[config.mk]
export PLATFORM = sky130hd
export DESIGN_NAME = pc_btb
export DESIGN_NICKNAME = d
export VERILOG_FILES = /design/src/rtl/pc_btb.sv
export SDC_FILE = /design/constraint.sdc
export NUM_CORES = 2
export LEC_CHECK = 0
export CAP_MARGIN = 20
export CORE_MARGIN = 2
export CORE_UTILIZATION = 65
export DETAILED_ROUTE_END_ITERATION = 10
export PLACE_DENSITY = 0.89
export SLEW_MARGIN = 20
export SYNTH_ARGS = -nofsm -noshare
export SYNTH_HDL_FRONTEND = slang
export SYNTH_SLANG_ARGS = --single-unit
export TNS_END_PERCENT = 20
[constraint.sdc]
create_clock -name CLK -period 13.09 [get_ports CLK]
set_input_delay 2.618 -clock CLK [delete_from_list [all_inputs] [get_ports CLK]]
set_output_delay 2.618 -clock CLK [all_outputs]
set_load 0.1 [all_outputs]
[src/rtl/pc_btb.sv]
// -----------------------------------------------------------------------------
// pc_btb -- fetch-stage program counter with a direct-mapped branch target
// buffer and one 2-bit saturating direction counter per entry.
//
// Every cycle the current pc is looked up combinationally. A tag hit with a
// counter in a "taken" state (ctr[1] = 1) predicts the stored target.
// Otherwise the prediction is pc+4. The EX stage trains the table with
// resolved control transfers. It also sends redirects when a prediction it
// carried down the pipe turns out to be wrong.
//
// Ports
//   CLK, nRST    clock, asynchronous active-low reset
//   stall        hold pc this cycle (hazard unit)
//   redirect     load redirect_pc this cycle; wins over stall
//   redirect_pc  corrected next PC from EX
//   upd_valid    EX resolved a control transfer this cycle (see below)
//   upd_pc       PC of the resolved instruction
//   upd_taken    resolved direction
//   upd_target   resolved target address
//   pc           current fetch PC
//   npc          predicted next PC for pc
//   pred_taken   npc came from the BTB
//   pred_hit     BTB tag hit on pc, regardless of counter state
//
// Update interface: upd_valid is a single-cycle, valid-only strobe. It has no
// ready; the BTB accepts it at every rising edge where nRST is high, and it
// is not affected by stall or redirect. Lookup and update use the same array.
// A lookup of an entry that is being written in the same cycle returns the
// old contents, and the new contents appear in the next cycle.
// -----------------------------------------------------------------------------
module pc_btb #(
  parameter int              WIDTH       = 32,
  parameter int              BTB_ENTRIES = 16,
  parameter logic [WIDTH-1:0] RESET_PC   = '0
) (
  input  logic             CLK,
  input  logic             nRST,
  input  logic             stall,
  input  logic             redirect,
  input  logic [WIDTH-1:0] redirect_pc,
  input  logic             upd_valid,
  input  logic [WIDTH-1:0] upd_pc,
  input  logic             upd_taken,
  input  logic [WIDTH-1:0] upd_target,
  output logic [WIDTH-1:0] pc,
  output logic [WIDTH-1:0] npc,
  output logic             pred_taken,
  output logic             pred_hit
);

  localparam int IDX   = $clog2(BTB_ENTRIES);
  localparam int TAG_W = WIDTH - IDX - 2;

  // Table storage, one element per entry
  logic             valid_q  [BTB_ENTRIES];
  logic [TAG_W-1:0] tag_q    [BTB_ENTRIES];
  logic [WIDTH-1:0] target_q [BTB_ENTRIES];
  logic [1:0]       ctr_q    [BTB_ENTRIES];

  // Lookup side
  logic [IDX-1:0]   look_idx;
  logic [TAG_W-1:0] look_tag;

  // Update side
  logic [IDX-1:0]   upd_idx;
  logic [TAG_W-1:0] upd_tag;
  logic             upd_hit;
  logic [1:0]       upd_ctr;

  // Byte-offset bits of the update PC have no meaning for word-aligned
  // instructions.
  logic unused_upd_bits;
  assign unused_upd_bits = ^upd_pc[1:0];

  assign look_idx = pc[IDX+1:2];
  assign look_tag = pc[WIDTH-1:IDX+2];
  assign upd_idx  = upd_pc[IDX+1:2];
  assign upd_tag  = upd_pc[WIDTH-1:IDX+2];

  // Combinational prediction for the current pc. The add wraps modulo
  // 2^WIDTH, so the last word of the address space is followed by 0.
  always_comb begin
    pred_hit   = valid_q[look_idx] && (tag_q[look_idx] == look_tag);
    pred_taken = pred_hit && ctr_q[look_idx][1];
    npc        = pred_taken ? target_q[look_idx] : (pc + WIDTH'(4));
  end

  // Counter training for a tag hit. The counter saturates at 2'b00 and 2'b11.
  always_comb begin
    upd_hit = valid_q[upd_idx] && (tag_q[upd_idx] == upd_tag);
    upd_ctr = ctr_q[upd_idx];
    if (upd_taken) begin
      if (ctr_q[upd_idx] != 2'b11) upd_ctr = ctr_q[upd_idx] + 2'd1;
    end else begin
      if (ctr_q[upd_idx] != 2'b00) upd_ctr = ctr_q[upd_idx] - 2'd1;
    end
  end

  // PC register. redirect has priority over stall.
  always_ff @(posedge CLK or negedge nRST) begin
    if (!nRST) begin
      pc <= RESET_PC;
    end else if (redirect) begin
      pc <= redirect_pc;
    end else if (!stall) begin
      pc <= npc;
    end
  end

  // BTB array. A not-taken resolution that misses does not allocate, because
  // an entry that predicts fall-through gives nothing beyond pc+4. A taken
  // miss replaces whatever entry holds that index (direct-mapped). The new
  // entry starts weakly taken.
  always_ff @(posedge CLK or negedge nRST) begin
    if (!nRST) begin
      for (int i = 0; i < BTB_ENTRIES; i++) begin
        valid_q[i]  <= 1'b0;
        tag_q[i]    <= '0;
        target_q[i] <= '0;
        ctr_q[i]    <= 2'b01;
      end
    end else if (upd_valid) begin
      if (upd_hit) begin
        ctr_q[upd_idx] <= upd_ctr;
        if (upd_taken) target_q[upd_idx] <= upd_target;
      end else if (upd_taken) begin
        valid_q[upd_idx]  <= 1'b1;
        tag_q[upd_idx]    <= upd_tag;
        target_q[upd_idx] <= upd_target;
        ctr_q[upd_idx]    <= 2'b10;
      end
    end
  end

endmodule
==> Word-level counts from Yosys, hierarchy flattened <==
Cells that the tools add are included.
{ "totals": {"ff_bits": 1008, "latch_bits": 0, "ram_bits": 0, "rom_bits": 0, "inputBits": 102, "output_inout_bits": 66, "mem_count": 0} }
{ "op_classes": {"addsub": 3, "n_mul": 0, "div_mod_pow": 0, "order_cmp": 3, "eq_ne": 4, "n_shift": 0, "mux": 40, "n_bitwise": 7, "n_reduce_logical": 9} }
{ "ops": {"columns": ["cell", "count"], "rows": [
  ["$bwmux 512", 1],
  ["$bwmux 416", 1],
  ["$mux 32", 8],
  ["$bmux 26 s4", 2],
  ["$mux 26", 5],
  ["$bmux 32 s4", 1],
  ["$demux 32 s4", 1],
  ["$demux 26 s4", 1],
  ["$eq 26x26->1", 2],
  ["$add 32x3->32 const B", 1],
  ["$bwmux 32", 1],
  ["$or 16x16->16", 2],
  ["$and 16x16->16", 1],
  ["$bmux 2 s4", 2],
  ["$mux 2", 8],
  ["$not 16->16", 1],
  ["$ge 5x5->1 const B", 2],
  ["$not 4->5", 2],
  ["$bmux 1 s4", 2],
  ["$demux 2 s4", 1],
  ["$lt 5x1->1 const B", 1],
  ["$mux 1", 5],
  ["$demux 1 s4", 1],
  ["$logic_and 1x1->1", 4],
  ["other kinds (8)", 10]
]} }

==> Depth between registers and ports, before layout <==
{ "depth": {"word_depth": 10, "ltp_mapped": 16, "depth_no_buf": 9} }

==> Worst setup path before layout <==
Ideal clock, no wire load.
{ "synth_timing": {"kind": "register -> output", "startpoint": "register pc[2]", "endpoint": "output port npc[5]", "arrival_ps": 5964, "required_time_ps": 10472, "path_slack_ps": 4508, "path_stages_with_launch": 14, "cell_sequence": "dfrtp_1 buf_2 buf_2 buf_2 mux4_2 a221oi_1 xnor2_1 nor4_1 and4_1 clkbuf_1 and4_1 buf_2 buf_1 o21ai_0"} }
{ "synth_via": {"elab_chain_len": 8, "word_cells_on_any_way": 18, "cone_classes": "add/sub: 1; eq/ne: 1; mux: 13; bitwise: 1; reduce/logical: 2"} }
{ "synth_rtl": {"columns": ["element", "line_no", "rtl"], "rows": [
  ["start, declared", "45", "output logic [WIDTH-1:0] pc,"],
  ["start signal, assigned", "104", "pc <= redirect_pc;"],
  ["start signal, assigned", "106", "pc <= npc;"],
  ["$not 4->5 (implied by the code)", "83, 84, 85", null],
  ["$bmux 26 s4", "83", "pred_hit = valid_q[look_idx] && (tag_q[look_idx] == look_tag);"],
  ["$mux 26 (implied by the code) (2 in series)", "83", null],
  ["$eq 26x26->1", "83", null],
  ["$logic_and 1x1->1", "83", null],
  ["$logic_and 1x1->1", "84", "pred_taken = pred_hit && ctr_q[look_idx][1];"],
  ["$mux 32 (*)", "85", "npc = pred_taken ? target_q[look_idx] : (pc + WIDTH'(4));"],
  ["end, declared", "46", "output logic [WIDTH-1:0] npc,"]
]} }
Mark *: on every way between the ends. The rest lies on a longest branch, timed or not. The select of a mux whose other input is x is not followed.

==> Final worst setup path <==
{ "layout_timing": {"startpoint": "register pc[3]", "endpoint": "output port npc[20]"} }
The elaborated chain is that of the path after synthesis.

==> results.yml <==
status:
  status: "complete, no violations"
yosys:
  synthArstFlopShare_pct: 100
  synth-edff-count: 0
  synth.largest_area_cell: "dfrtp_1"
  avgSynthCellArea_sq_um: 14.1
  synth_seq_cells: 1008
  syn_inst: 3648
  yosysMostFrequentCell: "dfrtp_1"
  ys_seq_area_share_pct: 49.1
  synth_commonest_cells: "992 x dfrtp_1, 659 x mux2_2, 357 x mux4_2"
  syn_area_sq_um: 51400
  synth_top_area_share_pct: 48.3
  synth_flop_cell: "dfrtp_1"
  ys_types: 72
  synth_area_leaders: "dfrtp_1 48%, mux4_2 16%, mux2_2 14%, nand2_1 2.6%, mux2_1 2.5%"
  synthesis.nets: 3751
  yosysWarnings: 0
power:
  leakage_nw: 25.0
  seqPwrFrac_pct: 43.5
  p_int_mw: 6.71
  p_clk_share_pct: 33.4
  ir_worst_vdd_uv: 130
  combPwrFrac_pct: 23.0
  p_sw_share_pct: 29.9
  p_switching_mw: 2.86
  p_per_area_nw_per_um2: 167
timing:
  hold_ws_ps: 477
  fin_crit_sh_pct: 77.8
  fmax_ghz: 0.0983
  worst_slack_ps: 2910
  setup_viol: 0
  hold_viol_final: 0
  rsz0062_at_grt: "no"
  worst_slew_pin_slew_ps: 1170
  skew_ps: 78.3
  setup_tns_ps: 0
  min_period_ps: 10180
  finalMaxSlewViolations: 0
  timing.slew.headroom_pct: 21.9
global_routing:
  antenna_found_initial: 15
  grt_max_degree: 182
  grt_use_total_pct: 37.9
  grt_pass1_wl_um: 230000
  grt_pass1_vias: 36700
  gr-total-overflow: 0
clock_network:
  cts_tree: "built"
  cts_hold_buf: 0
  numCtsBuffers: 102
  insertion_delay_ps: 730
  cts-root-buf: "clkbuf_16"
  cts.sinks: 1008
  clockBufferDepth: 3
  clk_pin_slew_worst_paths_ps: 60
  cts-htree-levels: 3
  post_cts_buffers: 0
  postCtsResizedCells: 0
finish:
  final_nets: 3773
  drive_above_1_share_pct: 38.0
  seqCellArea_sq_um: 25300
  multi_input_area_sq_um: 24700
  fillers: 4634
  final_cells: 4815
  syn2layout_area_growth_pct: 11.6
  final_area_sq_um: 57400
worst_setup_path:
  criticalPathCategory: "register to output port"
  cp.arrival_ps: 7560
  crit_fanout: 103
  critPathLaunchType: "register"
  cp.required_ps: 10470
  end_kind: "output port"
place:
  dp_hpwl_um: 88200
  numPortBuffers: 165
  dpl_cell_area_sq_um: 53700
  pre_cts_slack_ps: 3870
  gp_congestion: 0.921
  dp_cells: 4616
die:
  rows: 103
  num_io_pins: 168
  start_util_pct: 65.4
  die-width_um: 285
  die_y_um: 285
  dieArea_sq_um: 81300
  core_sq_um: 78600
run:
  cap_violations: 0
route:
  drt_iter0_drc: 4763
  wl_um: 153000
  first_pass_iters: 8
  ant_nets: 0
  avgViaCountPerCell: 7.33
  drcViolationCount: 0
  vias: 35300
  routedWlPerCell_um: 31.7
min_path:
  hp-class: "register to register"
==> layout make-up <==
type | count | share of cell area, %
clock inverter | 56 | 1.51
antenna | 8 | 0.0349
inverter | 30 | 0.196
clock buffer | 135 | 4.91
tap | 1050 | 2.29
sequential | 1008 | 44.0
timing repair buffer | 247 | 4.04
multi-input combinational | 2281 | 43.0
==> flip-flops by register name, indices dropped and copies added (netlist names) <==
| name | cells |
|---|---|
| valid_q | 16 |
| target_q | 512 |
| tag_q | 416 |
| pc | 32 |
| ctr_q | 32 |
==> placed cells by master, fill, tap and decap left out, types with 17 or more instances in the layout <==
master	netlist	final
a21oi_1	29	29
a22o_1	27	27
a22oi_1	50	50
a2bb2oi_1	20	20
buf_4	11	79
bufinv_16	0	17
clkbuf_1	215	19
clkbuf_16	0	102
clkdlybuf4s50_1	0	158
clkinv_2	0	21
dfrtp_1	992	988
inv_1	30	30
mux2_1	116	116
mux2_2	659	659
mux2_4	76	76
mux2i_1	98	98
mux4_2	357	357
nand2_1	353	349
nand3_1	27	27
nand4_1	38	38
nor2_1	85	71
nor2_4	6	19
o211ai_1	24	24
o21a_1	21	21
o21ai_0	41	40
xnor2_1	44	44
xor2_1	34	34
==> logic make-up after synthesis <==
group	count (synthesis)	synth area share (%)
mux	1306	36.8
flops	1008	49.1
simple gates	607	5.37
buf+inv	359	3.26
compound gates	287	4.09
xor+xnor	78	1.33
fa+ha+maj	3	0.0633
==> critical path: stages (launching register included) <==
cell             delay (ps)
dfrtp_4                1110
buf_12                  480
mux4_2                  420
a22o_1                  250
a221oi_1                850
xnor2_1                 190
nor3_1                  200
and4_1                  200
buf_4                   380
and4_2                  280
buf_4                   620
o21a_1                  380
clkdlybuf4s50_1        1190
==> through the flow <==
stage	power [mW]	util (%)
2_1_floorplan	5.66	-
3_3_place_gp	6.20	68.3
3_5_place_dp	6.33	68.3
4_1_cts	9.53	72.9
5_1_grt	9.86	72.9
6_report	9.58	73.0
==> worst paths after layout <==
path,startpoint,cells past startpoint,slack (ps),to
setup reg to reg,pc[3],12,7000,pc[4]
setup / recovery,pc[3],12,2910,npc[20]
hold / removal,target_q[325],2,480,target_q[325]
min in group asynchronous,nRST,1,1910,tag_q[379]
hold reg to reg,target_q[325],2,480,target_q[325]
max in group asynchronous,nRST,3,8730,pc[4]
==> power by group through the flow <==
stage               combinational (mW)  clock [mW]  sequential (mW)
detailed placement                2.16           0             4.17
global route                      2.32        3.33             4.21
finish                            2.21        3.20             4.17
CTS                               2.19        3.20             4.14
floorplan                         1.61           0             4.06
global placement                  2.08           0             4.12
==> routing by layer <==
metal	track usage [%]	wire length (um)	up-vias
met5	1.34	299	-
met4	20.4	9380	24
met3	12.4	19800	679
met2	57.0	69800	2666
met1	49.3	53500	18300
li1	-	-	13600
No activity file was read; power rests on OpenSTA's default activity.
